--- src/rtl/tm_sequencer.sv ---
// Purpose: front-end controller for the Turing machine datapath. It turns the Next/Done
//          levels into edge events, sequences rule entry, tape entry and single-step run,
//          and drives the rule/tape write ports and the step_req/step_ack handshake.
// Latency: every output is registered. A strobe or step_req appears one cycle after the
//          clock edge that sampled the causing event.
// Backpressure: none. Next in RUN/BUSY and in HALT is dropped, not queued. Next events
//          after the rule table is full are ignored. The tape pointer saturates on the last cell.
// Ports: clock/reset (sync, active-high); input_data/Next/Done user inputs;
//        rule_we/rule_addr/rule_wdata and tape_we/tape_addr/tape_wdata memory write ports;
//        step_req/step_ack/halted datapath handshake; phase/rule_count/Compute_done status.
module tm_sequencer #(
    parameter int DW       = 6,
    parameter int NRULES   = 16,
    parameter int TAPE_LEN = 64,
    parameter int FIELDS   = 4
) (
    input  logic                        clock,
    input  logic                        reset,
    input  logic [DW-1:0]               input_data,
    input  logic                        Next,
    input  logic                        Done,
    output logic                        rule_we,
    output logic [$clog2(NRULES)-1:0]   rule_addr,
    output logic [FIELDS*DW-1:0]        rule_wdata,
    output logic                        tape_we,
    output logic [$clog2(TAPE_LEN)-1:0] tape_addr,
    output logic [DW-1:0]               tape_wdata,
    output logic                        step_req,
    input  logic                        step_ack,
    input  logic                        halted,
    output logic [1:0]                  phase,
    output logic [$clog2(NRULES):0]     rule_count,
    output logic                        Compute_done
);

    localparam int RAW = $clog2(NRULES);
    localparam int TAW = $clog2(TAPE_LEN);
    localparam int RCW = $clog2(NRULES) + 1;
    localparam int IW  = (FIELDS > 1) ? $clog2(FIELDS) : 1;

    localparam logic [RCW-1:0] RULES_FULL = RCW'(NRULES);
    localparam logic [TAW-1:0] TAPE_LAST  = TAW'(TAPE_LEN - 1);
    localparam logic [IW-1:0]  FIELD_LAST = IW'(FIELDS - 1);

    typedef enum logic [1:0] {
        PH_RULES = 2'd0,
        PH_TAPE  = 2'd1,
        PH_RUN   = 2'd2,
        PH_HALT  = 2'd3
    } phase_t;

    typedef enum logic {
        RUN_IDLE = 1'b0,
        RUN_BUSY = 1'b1
    } run_t;

    phase_t                 phase_q, phase_d;
    run_t                   run_q, run_d;
    logic                   next_q, done_q;
    logic [IW-1:0]          idx_q, idx_d;
    logic [FIELDS*DW-1:0]   asm_q, asm_d;
    logic [RCW-1:0]         rule_count_q, rule_count_d;
    logic [TAW-1:0]         tape_ptr_q, tape_ptr_d;
    logic                   rule_we_q, rule_we_d;
    logic [RAW-1:0]         rule_addr_q, rule_addr_d;
    logic [FIELDS*DW-1:0]   rule_wdata_q, rule_wdata_d;
    logic                   tape_we_q, tape_we_d;
    logic [TAW-1:0]         tape_addr_q, tape_addr_d;
    logic [DW-1:0]          tape_wdata_q, tape_wdata_d;
    logic                   step_req_q, step_req_d;
    logic                   compute_done_q, compute_done_d;

    logic next_ev, done_ev;

    // A Done edge takes priority: when both edges arrive together, the Next edge is dropped.
    assign done_ev = Done & ~done_q;
    assign next_ev = Next & ~next_q & ~done_ev;

    always_comb begin
        phase_d        = phase_q;
        run_d          = run_q;
        idx_d          = idx_q;
        asm_d          = asm_q;
        rule_count_d   = rule_count_q;
        tape_ptr_d     = tape_ptr_q;
        rule_we_d      = 1'b0;
        rule_addr_d    = rule_addr_q;
        rule_wdata_d   = rule_wdata_q;
        tape_we_d      = 1'b0;
        tape_addr_d    = tape_addr_q;
        tape_wdata_d   = tape_wdata_q;
        step_req_d     = step_req_q;

        unique case (phase_q)
            PH_RULES: begin
                if (done_ev) begin
                    // Any partially assembled rule is dropped.
                    phase_d = PH_TAPE;
                    idx_d   = '0;
                    asm_d   = '0;
                end else if (next_ev && (rule_count_q != RULES_FULL)) begin
                    // Field 0 is placed in the MSBs of the assembled word.
                    for (int f = 0; f < FIELDS; f++) begin
                        if (idx_q == IW'(f)) begin
                            asm_d[(FIELDS-1-f)*DW +: DW] = input_data;
                        end
                    end
                    if (idx_q == FIELD_LAST) begin
                        rule_we_d    = 1'b1;
                        rule_addr_d  = rule_count_q[RAW-1:0];
                        rule_wdata_d = asm_d;
                        rule_count_d = rule_count_q + 1'b1;
                        idx_d        = '0;
                    end else begin
                        idx_d = idx_q + 1'b1;
                    end
                end
            end
            PH_TAPE: begin
                if (done_ev) begin
                    phase_d = PH_RUN;
                    run_d   = RUN_IDLE;
                end else if (next_ev) begin
                    tape_we_d    = 1'b1;
                    tape_addr_d  = tape_ptr_q;
                    tape_wdata_d = input_data;
                    // The pointer sticks on the last cell, so later symbols overwrite it.
                    if (tape_ptr_q != TAPE_LAST) begin
                        tape_ptr_d = tape_ptr_q + 1'b1;
                    end
                end
            end
            PH_RUN: begin
                if (run_q == RUN_IDLE) begin
                    if (halted) begin
                        phase_d = PH_HALT;
                    end else if (next_ev) begin
                        step_req_d = 1'b1;
                        run_d      = RUN_BUSY;
                    end
                end else if (step_ack) begin
                    step_req_d = 1'b0;
                    run_d      = RUN_IDLE;
                    if (halted) begin
                        phase_d = PH_HALT;
                    end
                end
            end
            PH_HALT: begin
                if (done_ev) begin
                    phase_d      = PH_RULES;
                    run_d        = RUN_IDLE;
                    idx_d        = '0;
                    asm_d        = '0;
                    rule_count_d = '0;
                    tape_ptr_d   = '0;
                    rule_addr_d  = '0;
                    rule_wdata_d = '0;
                    tape_addr_d  = '0;
                    tape_wdata_d = '0;
                    step_req_d   = 1'b0;
                end
            end
            default: phase_d = PH_RULES;
        endcase

        compute_done_d = (phase_d == PH_HALT);
    end

    always_ff @(posedge clock) begin
        if (reset) begin
            // The edge registers start high so that a button held through reset gives no event.
            next_q         <= 1'b1;
            done_q         <= 1'b1;
            phase_q        <= PH_RULES;
            run_q          <= RUN_IDLE;
            idx_q          <= '0;
            asm_q          <= '0;
            rule_count_q   <= '0;
            tape_ptr_q     <= '0;
            rule_we_q      <= 1'b0;
            rule_addr_q    <= '0;
            rule_wdata_q   <= '0;
            tape_we_q      <= 1'b0;
            tape_addr_q    <= '0;
            tape_wdata_q   <= '0;
            step_req_q     <= 1'b0;
            compute_done_q <= 1'b0;
        end else begin
            next_q         <= Next;
            done_q         <= Done;
            phase_q        <= phase_d;
            run_q          <= run_d;
            idx_q          <= idx_d;
            asm_q          <= asm_d;
            rule_count_q   <= rule_count_d;
            tape_ptr_q     <= tape_ptr_d;
            rule_we_q      <= rule_we_d;
            rule_addr_q    <= rule_addr_d;
            rule_wdata_q   <= rule_wdata_d;
            tape_we_q      <= tape_we_d;
            tape_addr_q    <= tape_addr_d;
            tape_wdata_q   <= tape_wdata_d;
            step_req_q     <= step_req_d;
            compute_done_q <= compute_done_d;
        end
    end

    assign rule_we      = rule_we_q;
    assign rule_addr    = rule_addr_q;
    assign rule_wdata   = rule_wdata_q;
    assign tape_we      = tape_we_q;
    assign tape_addr    = tape_addr_q;
    assign tape_wdata   = tape_wdata_q;
    assign step_req     = step_req_q;
    assign phase        = phase_q;
    assign rule_count   = rule_count_q;
    assign Compute_done = compute_done_q;

endmodule

--- config.mk ---
export PLATFORM = sky130hd
export DESIGN_NAME = tm_sequencer
export DESIGN_NICKNAME = d
export VERILOG_FILES = /design/src/rtl/tm_sequencer.sv
export SDC_FILE = /design/constraint.sdc
export NUM_CORES = 1
export LEC_CHECK = 0
export ABC_CLOCK_PERIOD_IN_PS = 3480
export CORE_UTILIZATION = 55
export DETAILED_ROUTE_END_ITERATION = 10
export PLACE_DENSITY = 0.8
export SYNTH_ARGS = -nofsm -noshare
export SYNTH_HDL_FRONTEND = slang
export SYNTH_SLANG_ARGS = --single-unit
--- constraint.sdc ---
create_clock -name clock -period 3.48 [get_ports clock]
set_input_delay 1.044 -clock clock [delete_from_list [all_inputs] [get_ports clock]]
set_output_delay 1.044 -clock clock [all_outputs]
set_load 0.02 [all_outputs]
==> results_dict.tcl <==
set metrics [dict create \
    status "finished clean" \
    rr_startpoint "rule_count[0]" \
    vdd_drop_max_mv 0.316 \
    cts_sinks 80 \
    startpoint "Done" \
    ys_ff_latch 80 \
    cts_resized 0 \
    core_um2 5680 \
    synth_top_cell_by_area "dfxtp_1" \
    max_freq_mhz 365 \
    ys_top_cells_by_count "dfxtp_1 (80), a22o_1 (31), nand2_1 (29)" \
    cts_setup_buffers 0 \
    path_clk_slew_ns 0.08 \
    grt_pass1_wl_um 12400 \
    clockBufferDepth 2 \
    synth_area_um2 3320 \
    grt_pass1_vias 2583 \
    period_needed_ns 2.74 \
    drtIter0Drc 134 \
    max_cap_viol_count 0 \
    vias 2803 \
    tightest_slew_ns 0.760 \
    ys_seq_area_share_pct 48.3 \
    startpoint_type "primary input" \
    cts_tree "built" \
    drive_gt1_share_pct 9.02 \
    powerDensity_nw_per_um2 424 \
    worstSetupPathType "in2reg" \
    hold_path.class "reg2reg" \
    finalSetupViolations 0 \
    post-synth-top-count-cell "dfxtp_1" \
    avgSynthCellArea_um2 9.48 \
    path_max_fanout 12 \
    drt-total-wl_um 7620 \
    regToRegSetupSlack_ns 1.41 \
    synthesis.nets 369 \
    die_width_um 79.7 \
    cts.htree.levels 3 \
    post_drt_via_cell_ratio 5.82 \
    yosys-top-cells-area "dfxtp_1 (48%), a22o_1 (8.2%), mux2i_1 (5.7%)" \
    hold_viol 0 \
    clockRootBuffer "clkbuf_8" \
    synth_enable_flop_cells 0 \
    area.growth.synth_to_final_pct 26.8 \
    rsz0062_at_grt "no" \
    diodes 0 \
    synthFlopType "dfxtp_1" \
    grt_remaining_overflow 0 \
    fp-row-count 27 \
    postSynthCellCount 350 \
    fin_skew_ns 0.00764 \
    clk_latency_ns 0.36 \
    yosysTopAreaCellShare_pct 48.3 \
    slew_headroom_pct 49.2 \
    worstHoldStart "rule_wdata[10]" \
    drc 0 \
    fin_crit_sh_pct 78.8 \
    antenna_found_initial 0 \
    port_buffers 62 \
    hpwl_um 5040 \
    fillers 433 \
    track_usage_pct 25.6 \
    cts_made_buffers 9 \
    leakage_nw 1.55 \
    drtAntennaViolNets 0 \
    ys_async_sr_fraction_pct 0 \
    cp.required_ns 3.78 \
    slew_violations 0 \
    ys_types 48 \
    final_area_um2 4210 \
    die-area_um2 6350 \
    cts_hold_buf 0 \
    yosysWarnings 0 \
    critical_path_arrival_ns 3.04 \
    grt_max_degree 29 \
    drt-pass1-iter-count 4 \
    gp_congestion 0.814 \
    setup.worst_path.end_class "flip-flop" \
    start_util_pct 58.5 \
    tns_ns 0 \
    die_h_um 79.7 \
    nets 424 \
    avgRoutedWirePerCell_um 15.8 \
    place_area_um2 3990 \
    ios 63 \
]
sequential cells by signal (all words and copies together), names as in the netlist:
name and cells:
Compute_done 1, asm_q 18, done_q 1, idx_q 2, next_q 1, phase 2, rule_addr 4, rule_count 5
rule_wdata 24, rule_we 1, run_q 1, step_req 1, tape_addr 6, tape_ptr_q 6, tape_wdata 6, tape_we 1
stage by stage:
stage,hold slack (ns),power [mW],utilization (%),worst slack (ns),std cells
2_1_floorplan,0.441,1.01,-,1.13,350
3_3_place_gp,0.447,1.05,70.3,0.456,466
3_5_place_dp,0.451,1.05,70.3,0.387,466
4_1_cts,0.468,1.79,74.1,0.759,482
5_1_grt,0.481,1.84,74.1,0.557,482
6_report,0.465,1.79,74.1,0.737,482
area by class of cell:
cell class | instances | area, µm² | share of cell area, %
timing repair buffer | 73 | 703 | 16.7
tap | 72 | 90.1 | 2.14
multi-input combinational | 235 | 1570 | 37.3
clock inverter | 6 | 82.6 | 1.96
sequential | 80 | 1600 | 38.1
clock buffer | 10 | 138 | 3.27
inverter | 6 | 22.5 | 0.535
cells by family after synthesis:
logic type / share of synthesized area, %
XOR/XNOR: 0.792
AO/OA/AOI/OAI: 19.0
AND/OR/NAND/NOR: 18.7
adder cells (fa/ha/maj): 2.64
multiplexers: 6.07
buffers and inverters: 4.60
flip-flops: 48.3
power breakdown:
group          total, mW  switching [mW]  internal, mW  leakage [nW]
clock network      0.758           0.338         0.420         0.112
registers          0.927         0.00618         0.921         0.645
logic              0.101          0.0610        0.0398         0.791
total               1.79           0.406          1.38          1.55
layout by cell type (no fill, tap or decap), types with 2 or more instances in the layout:
cell type        instances
and2_1                   2
o31ai_1                  3
nand3_1                 22
and3_1                   3
xnor2_1                  2
dfxtp_1                 80
nor3_1                   2
a32o_1                   7
a31o_2                   2
nand4b_1                 5
nor2b_1                  2
o21ai_0                 23
a21o_1                   2
mux2i_1                 19
bufinv_16                2
nand4_1                  2
or2_2                    2
nand2_1                 29
inv_1                    6
buf_4                   11
clkinv_2                 3
nor4_1                   4
clkbuf_8                10
nand3b_1                 2
nor2_1                  28
a21oi_1                  9
ha_1                     7
nand2b_1                 7
a22o_1                  31
clkdlybuf4s50_1         62
critical path, stage by stage:
cell and delay (ns):
clkdlybuf4s50_1 0.54, and2b_1 0.38, o31ai_1 0.22, nor2_1 0.62
a22o_1 0.23
path summary, 6_finish.rpt:
kind | cells past startpoint | to
hold reg to reg | 2 | rule_wdata[10]
setup reg to reg | 7 | rule_count[0]
hold / removal | 2 | rule_wdata[10]
setup / recovery | 5 | tape_wdata[0]
routing by layer:
layer	part of all wire [%]	GRT usage, %
met5	0	0
met4	1.6	12.9
met3	6.3	5.37
met2	44	38.6
met1	48	34.4
No activity file was read; power rests on OpenSTA's default activity.
==> patch 1: new RTL, same settings <==
Set the parameter `TAPE_LEN` to 32 (it was 64).
--- a/src/rtl/tm_sequencer.sv
+++ b/src/rtl/tm_sequencer.sv
@@ -11,7 +11,7 @@
 module tm_sequencer #(
     parameter int DW       = 6,
     parameter int NRULES   = 16,
-    parameter int TAPE_LEN = 64,
+    parameter int TAPE_LEN = 32,
     parameter int FIELDS   = 4
 ) (
     input  logic                        clock,
Ports: changed (resized tape_addr); port bits go from 63 to 62. No check against the original RTL was run, so the function may have changed too.
==> patch 1 against the unedited design <==
Global-route usage down 1.7 points; maximum frequency down 0.50%; clock skew down 1.1 ps; worst setup slack worse by 14 ps; wire length up 3.9%; synthesized cell count up 1.7%; power up 1.6%; register-to-register slack worse by 500 ps; via count up 3.9%; design area up 4.1%; sequential cell count up 4; area after synthesis up 7.7%; critical endpoint is now asm_q[2]; largest power group unchanged.
==> patch 1: results (changes against the unedited design) <==
stage	metric	value	unit	change
placed_design	dp.cells	465		-0.21%
cts	clock_latency	340	ps	-20 ps
pwr	peakVddDrop	0.284	mV	-10%
finish	nFillCells	495		+14%
critical_path	worstPathArrival	3030	ps	about the same
yosys	synth_common_cells	dfxtp_1 (84), a21oi_1 (39), o211ai_1 (32)		
placed_design	routabilityCongestion	0.854		+4.9%
sta	finalSetupViolCount	0		unchanged
critical_path	regToRegEndpoint	rule_wdata[8]		
cts	clk_pin_slew	80	ps	about the same
grt	grt_pass1_wl	12.2	mm	-1.9%
yosys	yosys-top-cells-area	dfxtp_1 (47%), mux2i_1 (6.7%), o211ai_1 (6.7%)		
sta	fin_skew	6.52	ps	-1.12 ps
yosys	synth.most_common_cell	dfxtp_1		
pwr	leakage	1.46	nW	-5.7%
yosys	synthCells	356		+1.7%
detailed_routing	wl_met1	3.72	mm	+1.0%
detailed_routing	wl_per_cell	16.5	um	+4.1%
finish	insertedDiodeCount	0		unchanged
sta	whs	466	ps	+0.968 ps
sta	tightest_slew	842	ps	+82.5 ps
detailed_routing	finalWirelength	7.92	mm	+3.9%
yosys	synthAdderAreaFrac	0.0280		+0.00161
cts	clock_path_buffers	2		unchanged
critical_path	cp_max_fo	26		+14
yosys	ys_types	41		-15%
detailed_routing	met2_length	3.73	mm	+12%
worst_hold_path	hold_class	flop to flop		
detailed_routing	route.top_layer_used	met4		
detailed_routing	met3_length	347	um	-28%
grt	grt.met3_usage	0.0363		-0.0175
placed_design	port_buffers	61		-1.6%
worst_hold_path	whs_path_depth	1		-1
grt	grt_use_met2	0.378		-0.00864
cts	cts_max_level	3		unchanged
placed_design	post-dp-hpwl	5.35	mm	+6.1%
grt	grt_util_met1	0.322		-0.0219
detailed_routing	num_vias	2911		+3.9%
grt	grt_max_degree	43		+48%
finish	fin_nets	419		-1.2%
yosys	synthMuxAreaShare	0.0672		+0.00649
yosys	yosys.area_share.xor_xnor	0.00490		-0.00302
yosys	synth_compound_area_frac	0.231		+0.0413
finish	final_layout_size_suffix_gt1_frac	0.0743		-0.0160
critical_path	reg2reg_depth	7		unchanged
yosys	synth-async-reset-ratio	0		unchanged
yosys	seq_area_frac_synth	0.470		-0.0122
yosys	synth_nets	376		+1.9%
worst_hold_path	min_from	asm_q[23]		
detailed_routing	first_pass_iters	5		+1
run_status	status	finished clean		
detailed_routing	drt_iter0_drc	154		+15%
critical_path	ff2ff_setup_slack	910	ps	-500 ps
grt	gr-usage-all-layers	0.239		-0.0173
worst_hold_path	whs_endpoint	asm_q[23]		
grt	grt_pass1_vias	2544		-1.5%
==> patch 1: cell types whose count changed after synthesis, moves of 6 or more <==
cell	change
o21ai_0	-22
o211ai_1	+31
o2bb2ai_1	+26
buf_2	-9
nand3_1	-6
a32o_1	-7
a21oi_1	+30
nor2_1	-24
a22o_1	-20
nand2_1	-25
or3_1	+24
==> patch 1: where the power goes <==
group | internal [mW] | switching [mW]
combinational | 0.0372 | 0.0627
sequential | 0.967 | 0.00711
clock | 0.409 | 0.331
total | 1.41 | 0.401
==> patch 1: cell type report <==
cell class,instances,area [um^2],area share
inverters,7,26.3,0.00600
flip-flops and latches,84,1680,0.384
well taps,77,96.3,0.0220
clock buffers,13,179,0.0409
multi-input cells,230,1690,0.385
clock inverters,3,42.5,0.00971
repair buffers,67,668,0.153
==> patch 1: worst max-delay path by stage <==
stage / from / to / slack (ps) / cells past startpoint
2_1_floorplan: Done / asm_q[18] / 1010 / 6
3_3_place_gp: Done / asm_q[6] / 430 / 5
3_5_place_dp: Done / asm_q[2] / 370 / 5
4_1_cts: Done / asm_q[2] / 730 / 5
5_1_grt: phase[1] / phase[1] / 660 / 1
6_report: Done / asm_q[2] / 720 / 5
==> patch 1: per-stage QoR <==
stage | setup slack [ps] | total power [mW] | area, um^2
finish | 724 | 1.81 | 4380
global route | 655 | 1.88 | 4380
CTS | 734 | 1.83 | 4380
detailed placement | 374 | 1.10 | 4160
global placement | 429 | 1.09 | 4160
floorplan | 1010 | 1.06 | 3570
==> patch 1: critical path, cell delays in order <==
cell and delay, ps:
clkdlybuf4s50_1 450, nor2b_4 160, or3_4 470, or4_4 680
o2bb2ai_1 210
==> patch 1: kinds of logic after synthesis <==
group	count (synthesis)
fa+ha+maj	8
flops	84
mux	24
xor+xnor	2
compound gates	116
simple gates	80
buf+inv	42
==> patch 2: new RTL, config.mk and constraints unchanged <==
Made on the original files. Reset style: asynchronous (`reset`), changed in one clocked block.
--- a/src/rtl/tm_sequencer.sv
+++ b/src/rtl/tm_sequencer.sv
@@ -167,7 +167,7 @@
         compute_done_d = (phase_d == PH_HALT);
     end
 
-    always_ff @(posedge clock) begin
+    always_ff @(posedge clock or posedge reset) begin
         if (reset) begin
             // The edge registers start high so that a button held through reset gives no event.
             next_q         <= 1'b1;
Behaviour: differs if reset is asserted again (counterexample within 4 cycles, from zero or initial values and one cycle with reset high); with reset held inactive, the same outputs for 10 cycles.
==> patch 2 against the unedited design <==
The run now ends with DRC left; worst setup slack worse by 3.7 ps; sequential cell count unchanged; wire length up 5.2%; area after synthesis up 13%; design area up 9.7%; core utilization down 2.7 points; clock skew up 4.1 ps; global-route usage down 1.3 points; critical endpoint is now tape_ptr_q[3].
Power is not compared: it rests on default switching activity, and its combinational part moved more than twofold at a synthesized area within 25%.
==> patch 2: results (changes against the unedited design) <==
stage	metric	value	unit	change
run_status	status	finished, violations left		
run_status	violations	DRC		
yosys	yosys-top-cells-area	dfrtp_1 (52%), nand2_1 (6.9%), mux2_2 (6.6%)		
grt	grt_util_met1	0.343		-0.000858
sta	fin_skew	11.8	ps	+4.12 ps
grt	grt_max_degree	34		+17%
pwr	swShare	0.327		
grt	grt_pass1_wl	13.6	mm	+9.3%
detailed_routing	num_vias	2815		+0.43%
detailed_routing	wl_met1	3.66	mm	-0.60%
cts	cts_resized	0		unchanged
detailed_routing	finalWirelength	8.02	mm	+5.2%
yosys	synth_nets	368		-0.27%
finish	nFillCells	480		+11%
placed_design	post-dp-hpwl	5.38	mm	+6.8%
detailed_routing	drt_iter0_drc	166		+24%
detailed_routing	met2_length	3.81	mm	+14%
placed_design	routabilityCongestion	0.777		-4.6%
finish	largest_register_ffs	24		unchanged
cts	cts_root_buffer	clkbuf_8		
yosys	synth-async-reset-ratio	1.00		+1.00
detailed_routing	first_pass_iters	8		+4
grt	gr-usage-all-layers	0.243		-0.0131
detailed_routing	met3_length	440	um	-8.5%
yosys	synth_common_cells	dfrtp_1 (78), nand2_1 (69), a22o_1 (27)		
yosys	seq_area_frac_synth	0.535		+0.0522
pwr	leakage	2.19	nW	
critical_path	cp_max_fo	23		+11
finish	insertedDiodeCount	0		unchanged
grt	grt_use_met2	0.375		-0.0109
cts	clk_pin_slew	80	ps	about the same
finish	fin_nets	420		-0.94%
grt	antenna_found_initial	0		unchanged
detailed_routing	drcViolationCount	11		+11
yosys	ys_types	40		-17%
sta	tightest_slew	689	ps	-70.4 ps
finish	final_layout_size_suffix_gt1_frac	0.135		+0.0452
critical_path	worstPathArrival	3030	ps	about the same
grt	grt.met3_usage	0.0551		+0.00135
==> patch 2: cell families after synthesis <==
logic type / count (synthesis) / share of synthesized area
AOI/OAI and AO/OA: 58 / 0.114
buffers and inverters: 40 / 0.0504
adders and majority gates: 7 / 0.0234
muxes: 41 / 0.117
xor gates and xnor gates: 2 / 0.00468
DFF: 80 / 0.535
and+or+nand+nor: 121 / 0.156
==> patch 2: final timing paths <==
check	startpoint	end	slack, ps	cells past startpoint
worst min-delay path	tape_wdata[3]	tape_wdata[3]	500	2
worst max register to register	rule_count[0]	rule_addr[3]	1280	7
min in group asynchronous	reset	tape_wdata[4]	1130	2
max in group asynchronous	reset	rule_wdata[11]	1650	3
worst max-delay path	Done	tape_ptr_q[3]	730	5
worst min register to register	tape_wdata[3]	tape_wdata[3]	500	2
==> patch 2: critical path, cell delays in order <==
cell	delay (ps)
clkdlybuf4s50_1	460
nor2b_1	180
or4b_4	660
or4_1	540
a21oi_1	150
==> patch 2: final cells by class <==
class | count | area, um^2 | share of cell area
clock buffers | 11 | 141 | 0.0306
inverters | 10 | 37.5 | 0.00813
repair buffers | 71 | 701 | 0.152
clock inverters | 5 | 80.1 | 0.0174
flip-flops and latches | 80 | 2000 | 0.434
well taps | 77 | 96.3 | 0.0209
multi-input cells | 229 | 1550 | 0.337
==> patch 2: through the flow <==
step           total power [mW]  worst slack, ps  area [um^2]  cells  hold WS, ps
2_1_floorplan              1.84              388         3750    349          469
3_3_place_gp               2.14              431         4390    467          483
3_5_place_dp               2.17              383         4390    467          482
4_1_cts                    2.93              744         4610    483          511
5_1_grt                    3.07              589         4610    483          525
6_report                   2.91              734         4610    483          504
